--- config.mk ---
export PLATFORM = sky130hd
export DESIGN_NAME = speech_sequencer_flat
export DESIGN_NICKNAME = d
export VERILOG_FILES = /design/src/rtl/speech_pkg.sv /design/src/rtl/speech_sequencer_if.sv /design/src/rtl/speech_track_list.sv /design/src/rtl/speech_sequencer.sv /design/src/flat_wrapper.sv
export SDC_FILE = /design/constraint.sdc
export NUM_CORES = 1
export LEC_CHECK = 0
export CORE_ASPECT_RATIO = 1.5
export CORE_MARGIN = 8
export CORE_UTILIZATION = 49
export CTS_CLUSTER_SIZE = 16
export DETAILED_ROUTE_END_ITERATION = 7
export GPL_ROUTABILITY_DRIVEN = 0
export GPL_TIMING_DRIVEN = 0
export HOLD_SLACK_MARGIN = 0.03
export PLACE_DENSITY = 0.72
export SYNTH_ARGS = -nofsm -noshare
export SYNTH_HDL_FRONTEND = slang
export SYNTH_SLANG_ARGS = --single-unit
--- constraint.sdc ---
create_clock -name clock -period 5.15 [get_ports clock]
set_clock_uncertainty 0.2 [all_clocks]
set_input_delay 1.03 -clock clock [delete_from_list [all_inputs] [get_ports clock]]
set_output_delay 1.03 -clock clock [all_outputs]
set_load 0.01 [all_outputs]
--- src/rtl/speech_pkg.sv ---
// speech_pkg: track IDs, slot geometry and FSM encoding for speech_sequencer.
// Defining SPEECH_GAP_EN adds the inter-track silence state.
package speech_pkg;

  localparam int ID_W = 7;
  localparam int SLOT_SHIFT = 16;

  typedef logic [ID_W-1:0] track_id_t;
  typedef track_id_t [3:0] track_list_t;

  localparam track_id_t ONE      = 7'd1;
  localparam track_id_t TWO      = 7'd2;
  localparam track_id_t THREE    = 7'd3;
  localparam track_id_t FOUR     = 7'd4;
  localparam track_id_t FIVE     = 7'd5;
  localparam track_id_t SIX      = 7'd6;
  localparam track_id_t SEVEN    = 7'd7;
  localparam track_id_t EIGHT    = 7'd8;
  localparam track_id_t NINE     = 7'd9;
  localparam track_id_t TEN      = 7'd10;
  localparam track_id_t ELEVEN   = 7'd11;
  localparam track_id_t TWELVE   = 7'd12;
  localparam track_id_t THIRTEEN = 7'd13;
  localparam track_id_t FOURTEEN = 7'd14;
  localparam track_id_t FIFTEEN  = 7'd15;
  localparam track_id_t TEEN     = 7'd16;
  localparam track_id_t TWENTY   = 7'd18;
  localparam track_id_t THIRTY   = 7'd19;
  localparam track_id_t FORTY    = 7'd20;
  localparam track_id_t FIFTY    = 7'd21;
  localparam track_id_t SIXTY    = 7'd22;
  localparam track_id_t SEVENTY  = 7'd23;
  localparam track_id_t EIGHTY   = 7'd24;
  localparam track_id_t NINETY   = 7'd25;
  localparam track_id_t HUNDRED  = 7'd26;
  localparam track_id_t PERCENT  = 7'd27;
  localparam track_id_t USED     = 7'd28;
  localparam track_id_t HELP     = 7'd29;
  localparam track_id_t ZERO     = 7'd30;

  typedef enum logic [2:0] {
    S_IDLE   = 3'd0,
    S_LOAD   = 3'd1,
    S_PLAY   = 3'd2,
    S_NEXT   = 3'd3,
`ifdef SPEECH_GAP_EN
    S_GAP    = 3'd5,
`endif
    S_FINISH = 3'd4
  } state_t;

  function automatic track_id_t ones_id(input logic [6:0] n);
    return (n == 7'd0) ? ZERO : track_id_t'(n);
  endfunction

endpackage

--- src/rtl/speech_sequencer_if.sv ---
// speech_sequencer_if: flash manager read port owned by the sequencer.
// master = sequencer side, slave = flash manager side.
interface speech_sequencer_if #(
  parameter int ADDR_W = 23
);
  logic [ADDR_W-1:0] raddr;
  logic              doread;
  logic [15:0]       frdata;
  logic              flash_busy;

  modport master (
    output raddr, doread,
    input  frdata, flash_busy
  );

  modport slave (
    input  raddr, doread,
    output frdata, flash_busy
  );
endinterface

--- src/rtl/speech_track_list.sv ---
// speech_track_list: maps a 0-127 percentage to up to four track IDs.
// Purely combinational; the sequencer registers the result on start.
module speech_track_list
  import speech_pkg::*;
(
  input  logic [6:0]  value,
  output track_list_t list,
  output logic [2:0]  count,
  output logic        range_flag
);

  logic [6:0] tens;
  logic [6:0] ones;

  always_comb begin
    tens = value / 7'd10;
    ones = value % 7'd10;
    list = '0;
    count = 3'd3;
    range_flag = 1'b0;
    list[1] = PERCENT;
    list[2] = USED;
    unique case (1'b1)
      value > 7'd100: begin
        list = '0;
        list[0] = HELP;
        count = 3'd1;
        range_flag = 1'b1;
      end
      value == 7'd100: list[0] = HUNDRED;
      value >= 7'd20 && value < 7'd100: begin
        list[0] = TWENTY + tens - 7'd2;
        if (ones != 7'd0) begin
          list[1] = ones_id(ones);
          list[2] = PERCENT;
          list[3] = USED;
          count = 3'd4;
        end
      end
      value >= 7'd16 && value < 7'd20: begin
        list[0] = ones_id(value - 7'd10);
        list[1] = TEEN;
        list[2] = PERCENT;
        list[3] = USED;
        count = 3'd4;
      end
      value >= 7'd10 && value < 7'd16: list[0] = TEN + (value - 7'd10);
      default: list[0] = ones_id(value);
    endcase
  end

endmodule

--- src/rtl/speech_sequencer.sv ---
// speech_sequencer: plays a spoken percentage from flash, one sample per AC97 ready edge.
// Define SPEECH_GAP_EN to insert GAP_SAMPLES of silence between tracks.
module speech_sequencer
  import speech_pkg::*;
#(
  parameter int ADDR_W      = 23,
  parameter int TRACK_LEN   = 40000,
  parameter int GAP_SAMPLES = 2400
) (
  input  logic               clock,
  input  logic               reset_b,
  input  logic               start,
  input  logic               stop,
  input  logic [6:0]         value,
  input  logic               ready,
  speech_sequencer_if.master flash,
  output logic [7:0]         to_ac97_data,
  output logic               busy,
  output logic               done,
  output logic               range_err,
  output logic               underrun
);

  state_t            state, state_n;
  track_list_t       tl_list, list_r;
  logic [2:0]        tl_count, count_r;
  logic [2:0]        idx, idx_inc;
  logic              tl_range;
  logic [16:0]       cnt;
  logic [ADDR_W-1:0] raddr;
  logic              rdy_q1, rdy_q2;
  logic              rise, take, last;

  speech_track_list u_list (
    .value      (value),
    .list       (tl_list),
    .count      (tl_count),
    .range_flag (tl_range)
  );

  function automatic logic [ADDR_W-1:0] base_addr(input track_id_t id);
    return ADDR_W'(id) << SLOT_SHIFT;
  endfunction

  // rdy_q1 also serves as the synchronizer for the AC97-domain strobe
  assign rise    = rdy_q1 & ~rdy_q2;
  assign take    = rise & ~flash.flash_busy;
  assign last    = (cnt + 17'd1) == 17'(TRACK_LEN);
  assign idx_inc = idx + 3'd1;

  assign busy         = state != S_IDLE;
  assign done         = state == S_FINISH;
  assign flash.raddr  = raddr;
  assign flash.doread = busy & ~done;

`ifdef SPEECH_GAP_EN
  logic [15:0] gcnt;
  logic        glast;
  assign glast = (gcnt + 16'd1) == 16'(GAP_SAMPLES);
`endif

  always_ff @(posedge clock or negedge reset_b) begin
    if (!reset_b) state <= S_IDLE;
    else          state <= state_n;
  end

  always_comb begin
    state_n = state;
    unique case (state)
      S_IDLE:   if (start) state_n = S_LOAD;
      S_LOAD:   state_n = S_PLAY;
      S_PLAY: begin
        if (take && last) begin
`ifdef SPEECH_GAP_EN
          state_n = (idx_inc == count_r) ? S_NEXT : S_GAP;
`else
          state_n = S_NEXT;
`endif
        end
      end
`ifdef SPEECH_GAP_EN
      S_GAP:    if (rise && glast) state_n = S_NEXT;
`endif
      S_NEXT:   state_n = (idx_inc == count_r) ? S_FINISH : S_PLAY;
      S_FINISH: state_n = S_IDLE;
      default:  state_n = S_IDLE;
    endcase
    if (stop && busy && !done) state_n = S_FINISH;
  end

  // The list is captured on the accepting edge so raddr is already valid in LOAD
  always_ff @(posedge clock or negedge reset_b) begin
    if (!reset_b) begin
      rdy_q1       <= 1'b0;
      rdy_q2       <= 1'b0;
      list_r       <= '0;
      count_r      <= '0;
      idx          <= '0;
      cnt          <= '0;
      raddr        <= '0;
      to_ac97_data <= '0;
      range_err    <= 1'b0;
      underrun     <= 1'b0;
`ifdef SPEECH_GAP_EN
      gcnt         <= '0;
`endif
    end else begin
      rdy_q1 <= ready;
      rdy_q2 <= rdy_q1;
      unique case (state)
        S_IDLE: begin
          if (start) begin
            list_r    <= tl_list;
            count_r   <= tl_count;
            range_err <= tl_range;
            underrun  <= 1'b0;
            idx       <= '0;
            cnt       <= '0;
            raddr     <= base_addr(tl_list[0]);
          end
        end
        S_PLAY: begin
          if (rise) begin
            if (flash.flash_busy) begin
              underrun <= 1'b1;
            end else begin
              to_ac97_data <= flash.frdata[15:8];
              raddr        <= raddr + ADDR_W'(1);
              cnt          <= cnt + 17'd1;
            end
          end
        end
`ifdef SPEECH_GAP_EN
        S_GAP: begin
          if (rise) begin
            to_ac97_data <= '0;
            gcnt         <= gcnt + 16'd1;
          end
        end
`endif
        S_NEXT: begin
          idx <= idx_inc;
          cnt <= '0;
`ifdef SPEECH_GAP_EN
          gcnt <= '0;
`endif
          if (idx_inc != count_r)
            raddr <= base_addr(list_r[idx_inc[1:0]]);
        end
        default: ;
      endcase
      if (state_n == S_FINISH) to_ac97_data <= '0;
    end
  end

endmodule
--- src/flat_wrapper.sv ---
// flat-port wrapper written by rule: the top's interface ports become plain ports
module speech_sequencer_flat import speech_pkg::*;
#(
  parameter int ADDR_W      = 23,
  parameter int TRACK_LEN   = 40000,
  parameter int GAP_SAMPLES = 2400
)
  (clock, reset_b, start, stop, value, ready, to_ac97_data, busy, done, range_err, underrun, flash_raddr, flash_doread, flash_frdata, flash_flash_busy);
  speech_sequencer_if #(.ADDR_W(ADDR_W)) flash_i ();
  input  logic clock;
  input  logic reset_b;
  input  logic start;
  input  logic stop;
  input  logic [6:0] value;
  input  logic ready;
  output logic [7:0] to_ac97_data;
  output logic busy;
  output logic done;
  output logic range_err;
  output logic underrun;
  output wire logic [$bits(flash_i.raddr)-1:0] flash_raddr;
  output wire logic [$bits(flash_i.doread)-1:0] flash_doread;
  input wire logic [$bits(flash_i.frdata)-1:0] flash_frdata;
  input wire logic [$bits(flash_i.flash_busy)-1:0] flash_flash_busy;
  assign flash_raddr = flash_i.raddr;
  assign flash_doread = flash_i.doread;
  assign flash_i.frdata = flash_frdata;
  assign flash_i.flash_busy = flash_flash_busy;
  speech_sequencer #(.ADDR_W(ADDR_W), .TRACK_LEN(TRACK_LEN), .GAP_SAMPLES(GAP_SAMPLES)) u_core (.clock(clock), .reset_b(reset_b), .start(start), .stop(stop), .value(value), .ready(ready), .flash(flash_i), .to_ac97_data(to_ac97_data), .busy(busy), .done(done), .range_err(range_err), .underrun(underrun));
endmodule
==> results by group <==
Outcome
  – Status: complete, no violations

Logic synthesis
  – Share of the synthesized area in the top cell type: 37.6%
  – Syn Nets: 652
  – Seq/Total Area, Yosys: 37.6%
  – Synthesized area: 5050 µm²
  – Synth Warn #: 0
  – Synth async-reset ratio: 100%
  – Yosys cell types: 73
  – Largest area contributor in the netlist: dfrtp_1
  – Syn Area/Cell: 8.22 µm²
  – Post-synth EDFFs: 0
  – Top cells by area, synth: dfrtp_1, nand2_1, o21ai_0
  – Gate Count Post-Synth: 615
  – Main synth FF type: dfrtp_1
  – Flops & latches, synth: 76

Global routing
  – GRT Total Usage: 20.6%
  – Initial antenna violation count: 0
  – Overflow after GRT: 0
  – Vias in the first global route: 4877
  – First-pass GRT wire length: 23600 µm
  – Pin count of the biggest net entering global routing: 41

Pwr
  – Logic pwr share: 30.9%
  – Pleak: 0.00245 µW
  – Maximum vdd drop: 0.140 mV
  – Clk pwr share: 28.4%
  – Sequential share of power: 40.7%
  – Pwr/cell area: 323 nW/µm²
  – NetSw: 666 µW
  – Internal power: 1270 µW
  – Switching portion of total power: 34.3%

STA
  – Final period utilization: 92.6%
  – Slew @ Worst Pin: 0.748 ns
  – Post-route setup TNS: 0 ns
  – Endpoints failing hold: 0
  – Unrepaired setup endpoints after global routing: no
  – Setup Viol. Count Final: 0
  – Final Max Tran Viols: 0
  – Min cycle time layout: 4.77 ns
  – Relative slew slack: 49.8%
  – Fmax achieved: 210 MHz

Clocking
  – Clock Tree Root: clkbuf_16
  – Clock Pin Slew Worst Setup and Hold Paths: 0.05 ns
  – CTS max path bufs: 2
  – Clock sinks: 76
  – H-tree depth: 3
  – TritonCTS Buffers: 9
  – CTS tree: yes
  – CTS Hold Bufs: 0
  – Resize count post-CTS: 0
  – Worst-skew pair later-pin latency: 0.33 ns
  – Post-CTS Setup Inserts: 0

Die
  – DIE AREA: 13900 µm²
  – Die Ht: 140 µm
  – Placeable Area: 10100 µm²
  – DIE WIDTH: 98.9 µm
  – Core Rows: 45
  – I/O Pins: 65
  – Initial core utilization: 50.2%

Drt
  – WL final: 13900 µm
  – DRT Pass-1 Iters: 5
  – Antenna viol nets, final: 0
  – Vias after detailed routing: 4876
  – Iter 0 DRT Violations: 280
  – Wire per inst: 17.3 µm
  – Vias per cell: 6.08
  – DRC: 0

Placement
  – Dpl cell area: 5760 µm²
  – Final HPWL from detailed placement: 10600 µm
  – Port Buffers: 54
  – Post-Place Cells: 787

Final layout
  – Most frequent cells in the layout: nand2_1, dfrtp_1, nor2_1
  – Cell area after layout: 6010 µm²
  – Final core utilization: 59.6%
  – Commonest non-fill, non-tap cell in the layout: nand2_1
  – Layout Area Growth over Synthesis: 18.9%
  – Final #Nets: 718
  – Diode count: 0
  – Share of cells above drive strength 1: 4.53%
  – Fillers: 911
  – Post-Layout Cell Count: 802

Setup path
  – Critical path arrival: 4.77 ns
  – CP Class: in2reg
  – Worst setup EP type: register
  – Critical path fanouts, max: 10
  – Crit path required time: 5.14 ns
  – CP Launch Type: primary input

Hold path
  – Hold Path Class: reg2reg

Run
  – MaxCap Viol Count: 0
==> worst max-delay path: stages <==
cell and delay (ns):
clkdlybuf4s50_1 0.53, clkbuf_1 0.35, clkinv_1 0.42, ha_1 0.33, or4_1 0.53, buf_6 0.15, a2111o_1 0.43, nand4_1 0.19
a31oi_4 0.13, a2111oi_0 0.57, nor2_1 0.10
==> registers in the layout, indices dropped and copies added (netlist names) <==
name                 flops
u_core.list_r           16
u_core.flash.raddr      23
u_core.count_r           2
u_core.to_ac97_data      8
u_core.cnt              17
u_core.rdy_q1            1
u_core.underrun          1
u_core.rdy_q2            1
u_core.range_err         1
u_core.idx               3
u_core.state             3
==> cell usage after synthesis, types with 9 or more instances <==
master / instances
a21oi_1: 38
and3_1: 14
clkbuf_1: 33
dfrtp_1: 76
nand2_1: 82
nand2b_1: 9
nand3_1: 26
nand4_1: 12
nor2_1: 62
nor2b_1: 10
nor3_1: 10
o21ai_0: 54
xnor2_1: 10
xor2_1: 26
==> per-layer routing <==
metal  global-route usage (%)  part of all wire [%]
met1                     21.8                    39
met2                     37.7                    54
met3                     3.17                   3.9
met4                     11.9                   3.7
met5                        0                     0
==> power groups by stage <==
stage / Sequential (µW) / Clock [µW] / Combinational, µW
after global placement: 795 / 0 / 581
after detailed placement: 801 / 0 / 596
after global routing: 806 / 584 / 665
after floorplan: 782 / 0 / 374
after CTS: 791 / 559 / 599
final: 790 / 551 / 600
==> cell families after synthesis <==
logic type / count (synthesis) / synth area share (%)
buffers and inverters: 50 / 4.26
and+or+nand+nor: 263 / 25.3
muxes: 9 / 2.05
xor gates and xnor gates: 37 / 6.68
adders and majority gates: 8 / 1.98
AOI/OAI and AO/OA: 172 / 22.1
DFF: 76 / 37.6
==> through the flow <==
| stage | setup WS, ns | hold WS [ns] | power [µW] |
|---|---|---|---|
| final | 0.379 | 0.195 | 1940 |
| after detailed placement | 0.0813 | 0.182 | 1400 |
| after CTS | 0.426 | 0.198 | 1950 |
| after global routing | 0.200 | 0.219 | 2060 |
| after floorplan | 1.21 | 0.166 | 1160 |
| after global placement | 0.0891 | 0.180 | 1380 |
==> cell type report <==
cell class              instances  area [µm²]  share of cell area, %
well taps                     117         146                   2.44
flip-flops and latches         76        1900                   31.6
clock inverters                 3        15.0                  0.250
repair buffers                 55         558                   9.28
multi-input cells             489        2940                   48.9
plain buffers                  41         181                   3.02
inverters                       9        33.8                  0.562
clock buffers                  12         236                   3.93
==> path summary, 6_finish.rpt <==
check                      depth (start not counted)                      start                            endpoint  slack, ns
setup / recovery                                  11                   value[1]        u_core.list_r[8]$_DFFE_PN0P_       0.38
hold / removal                                     0    u_core.rdy_q1$_DFF_PN0_             u_core.rdy_q2$_DFF_PN0_       0.19
setup reg to reg                                   9  u_core.state[0]$_DFF_PN0_  u_core.flash.raddr[19]$_DFFE_PN0P_       2.04
hold reg to reg                                    0    u_core.rdy_q1$_DFF_PN0_             u_core.rdy_q2$_DFF_PN0_       0.19
max in group asynchronous                          2                    reset_b        u_core.list_r[4]$_DFFE_PN0P_       3.71
min in group asynchronous                          1                    reset_b           u_core.cnt[3]$_DFFE_PN0P_       0.46
Power figures use the tool's default switching activity.
==> RTL edit 1: new RTL, config.mk and constraints unchanged <==
Build with the macro `SPEECH_GAP_EN` defined.
--- a/src/rtl/speech_pkg.sv
+++ b/src/rtl/speech_pkg.sv
@@ -1,4 +1,6 @@
 // speech_pkg: track IDs, slot geometry and FSM encoding for speech_sequencer.
 // Defining SPEECH_GAP_EN adds the inter-track silence state.
+`define SPEECH_GAP_EN
+
 package speech_pkg;
 
Formal check against the unedited RTL: same outputs for any inputs over 10 cycles, from zero or initial values and one cycle with reset_b low; that may be too few to reach the edited logic, so the function may still have changed.
==> RTL edit 1 against the original RTL <==
Synthesized area increased by 23%. Die area increased by 20%. Cell area increased by 21%. Power up 43%. Worst setup slack improved by 0.39 ns. Wire length up 28%. Combinational power rose by 70%. Sequential cell count is 16 higher. Largest power group is now combinational cells.
==> RTL edit 1: results <==
run_status:
  outcome: "finished, final reports clean"
final_layout:
  nets: 862
  drive_gt1_frac: 0.0713
  n_fill_cell: 1117
routing:
  drt_iter0_markers: 443
  wirelength_um: 17800
  vias: 6139
  wl_met1_um: 7190
  met3_length_um: 927
  wl_met2_um: 9060
  routed_via_density: 6.24
critical_path:
  slowest_delay_ns: 0.51
  cp.arrival_ns: 4.42
  crit_family: "compound AO/OA/AOI/OAI gates"
  reg2reg_depth: 7
  crit_slowest_cell: "clkdlybuf4s50_1"
clock_network:
  clkTransAtPathRegs_ns: 0.07
  insertion_delay_ns: 0.35
  clock_path_buffers: 2
placement:
  post-place-ws_ns: 0.541
  dpl.hpwl_um: 13000
  port_buffers: 53
  dp_cells: 968
synthesis:
  synth_nets: 797
  postSynthCellCount: 758
  synth.area.top_cells: "dfrtp_1 (37%), o21ai_0 (6.3%), nand2_1 (5.3%)"
  yosysSeqAreaShare: 0.371
  synth_commonest_cells: "dfrtp_1 (92), nand2_1 (88), o21ai_0 (78)"
  synth_cell_types: 77
power_and_ir_drop:
  irDropWorstVdd_uv: 302
global_route:
  grt_pass1_wl_um: 29700
  gr-usage-all-layers: 0.218
sta:
  max-slew-margin-rel: 0.528
[RTL edit 1: changes by cell type after synthesis, sizes merged, moves of 6 or more]
cell	before	now
nor3	10	19
nand4	12	20
a31oi	8	19
xor2	26	13
nand3	26	40
nand2	82	88
mux2i	7	13
dfrtp	76	92
o21ai	57	97
clkbuf	33	39
o31ai	7	13
buf	8	22
[RTL edit 1: cell families (layout without fill, tap and decap cells)]
group | count (synthesis) | after routing | share of synthesized area
compound gates | 234 | 234 | 0.235
xor+xnor | 25 | 25 | 0.0377
fa+ha+maj | 10 | 10 | 0.0201
buf+inv | 70 | 140 | 0.0514
flops | 92 | 92 | 0.371
mux | 13 | 13 | 0.0210
simple gates | 314 | 314 | 0.264
[RTL edit 1: where the power goes]
| group | switching, W | internal [W] | leakage, nW | total, W |
|---|---|---|---|---|
| logic | 0.000612 | 0.000412 | 1.60 | 0.00102 |
| clock network | 0.000289 | 0.000476 | 0.163 | 0.000764 |
| registers | 0.000130 | 0.000855 | 1.23 | 0.000985 |
| total | 0.00103 | 0.00174 | 2.99 | 0.00277 |
[RTL edit 1: cell type report]
cell class	count	area, um^2	area share
inverter	9	33.8	0.00463
buffer	61	285	0.0391
clock inverter	6	111	0.0153
tap	156	195	0.0267
clock buffer	10	229	0.0314
sequential	92	2300	0.315
multi-input combinational	596	3590	0.492
timing repair buffer	54	556	0.0761
[RTL edit 1: worst paths after layout]
kind / from / to / slack (ns)
min in group asynchronous: reset_b / u_core.cnt[2] / 0.47
max: value[1] / u_core.list_r[8] / 0.77
min: u_core.rdy_q1 / u_core.rdy_q2 / 0.22
max reg2reg: u_core.idx[0] / u_core.flash.raddr[17] / 2.31
min reg2reg: u_core.rdy_q1 / u_core.rdy_q2 / 0.22
max in group asynchronous: reset_b / u_core.gcnt[0] / 3.64
[RTL edit 1: per-stage QoR]
| stage | hold WS (ns) | area (um^2) | utilization | setup TNS [ns] |
|---|---|---|---|---|
| floorplan | 0.180 | 6210 | - | 0 |
| global placement | 0.194 | 6940 | 0.557 | -46.74 |
| detailed placement | 0.205 | 6960 | 0.559 | 0 |
| CTS | 0.224 | 7300 | 0.587 | 0 |
| global route | 0.245 | 7300 | 0.587 | 0 |
| finish | 0.224 | 7300 | 0.587 | 0 |
[RTL edit 1: routing by layer]
layer  GRT usage  vias up
met1       0.245     2953
met5           0        -
met4       0.108        0
li1            -     2910
met3      0.0331       52
met2       0.385      224
[RTL edit 1: worst register-to-register path: cells and delay by family, from the launching register on]
family	cells	cell delay, ns
adder cells (fa/ha/maj)	1	0.23
AND/OR/NAND/NOR	1	0.47
buffers and inverters	1	0.44
flip-flops	1	0.38
AO/OA/AOI/OAI	3	0.69
XOR/XNOR	1	0.37
==> RTL edit 2: new RTL, same settings <==
Without the edit above. Encoding of `state_t`: now one-hot (5 bits for 5 states).
--- a/src/rtl/speech_pkg.sv
+++ b/src/rtl/speech_pkg.sv
@@ -39,13 +39,13 @@
   localparam track_id_t ZERO     = 7'd30;
 
-  typedef enum logic [2:0] {
-    S_IDLE   = 3'd0,
-    S_LOAD   = 3'd1,
-    S_PLAY   = 3'd2,
-    S_NEXT   = 3'd3,
+  typedef enum logic [4:0] {
+    S_IDLE   = 5'b00001,
+    S_LOAD   = 5'b00010,
+    S_PLAY   = 5'b00100,
+    S_NEXT   = 5'b01000,
 `ifdef SPEECH_GAP_EN
     S_GAP    = 3'd5,
 `endif
-    S_FINISH = 3'd4
+    S_FINISH = 5'b10000
   } state_t;
 
Formal check against the unedited RTL: no difference found for any inputs over 10 cycles, from zero or initial values and one cycle with reset_b low; not proved beyond that.
==> RTL edit 2 against the original RTL <==
Final cell count rose by 14%. Via count rose by 15%. Sequential cell count rose by 2. Worst setup slack got worse by 0.17 ns. Hold slack improved by 0.010 ns. Power rose by 13%. Synthesized area rose by 10%. Wire length rose by 17%. Cell area rose by 11%. Sequential power rose by 0.9%. Register-to-register slack got worse by 0.27 ns. Critical path type unchanged. Critical endpoint is now u_core.list_r[11]. Highest routed layer unchanged.
==> RTL edit 2: results <==
synthesis:
  synthAdderAreaFrac: 0.0221
  synth_nets: 737
  synth_compound_gate_area_share: 0.265
  synth_cell_types: 79
  synth_mux_area_frac: 0.0284
  synth_top_family_by_area: "compound AO/OA/AOI/OAI gates"
  synth.area.top_cells: "dfrtp_1 (35%), o21ai_0 (7.7%), nand2_1 (7.4%)"
  yosysSeqAreaShare: 0.351
  synth_xor_xnor_area_share: 0.0362
  postSynthCellCount: 699
routing:
  met3_length_um: 759
  wl_met2_um: 8560
  drt_iter0_markers: 337
  routed_via_density: 6.12
critical_path:
  ff2ff_setup_slack_ns: 1.77
  reg2reg_depth: 12
  slowest_delay_ns: 0.47
  r2r_end: "u_core.flash.raddr[21]"
  rr_startpoint: "u_core.state[0]"
placement:
  placed_cell_area_um2: 6310
  post-place-ws_ns: -0.311
  dpl.hpwl_um: 12100
sta:
  holdWs_ns: 0.205
  post-route-period-util: 0.959
final_layout:
  register_area_um2: 1950
  final-instance-count-excl-fill: 917
  drive_gt1_frac: 0.0740
global_route:
  met3_usage: 0.0314
  grt_pass1_vias: 5581
  grtUsageMet1: 0.239
  gr-usage-all-layers: 0.220
power_and_ir_drop:
  p_switching_w: 0.000774
  p_leak_nw: 2.67
  power_frac_clock: 0.281
run_status:
  outcome: "finished, final reports clean"
==> RTL edit 2: changes by cell type after synthesis, sizes merged, moves of 7 or more <==
cell / change
nor3: +7
xor2: -15
nor2b: -7
buf: +11
nand2: +27
a211oi: +10
nor2: -7
o21ai: +29
==> RTL edit 2: what timing repair did <==
| action | 4_1_cts | 5_1_grt |
|---|---|---|
| setup buffers | 0 | 2 |
| resized for setup | 0 | 10 |
| setup endpoints to repair | 0 | 6 |
==> RTL edit 2: final cells by class <==
type | instances | area share
Sequential cell | 78 | 0.294
Timing Repair Buffer | 57 | 0.0873
Clock buffer | 14 | 0.0382
Clock inverter | 1 | 0.00452
Buffer | 49 | 0.0326
Inverter | 13 | 0.00734
Tap cell | 147 | 0.0277
Multi-Input combinational cell | 558 | 0.509
==> RTL edit 2: critical path: cells and delay by family <==
kind / cells / cell delay, ns
and+or+nand+nor: 3 / 0.50
adders and majority gates: 1 / 0.41
buffers and inverters: 4 / 1.27
AOI/OAI and AO/OA: 5 / 1.38
muxes: 1 / 0.37
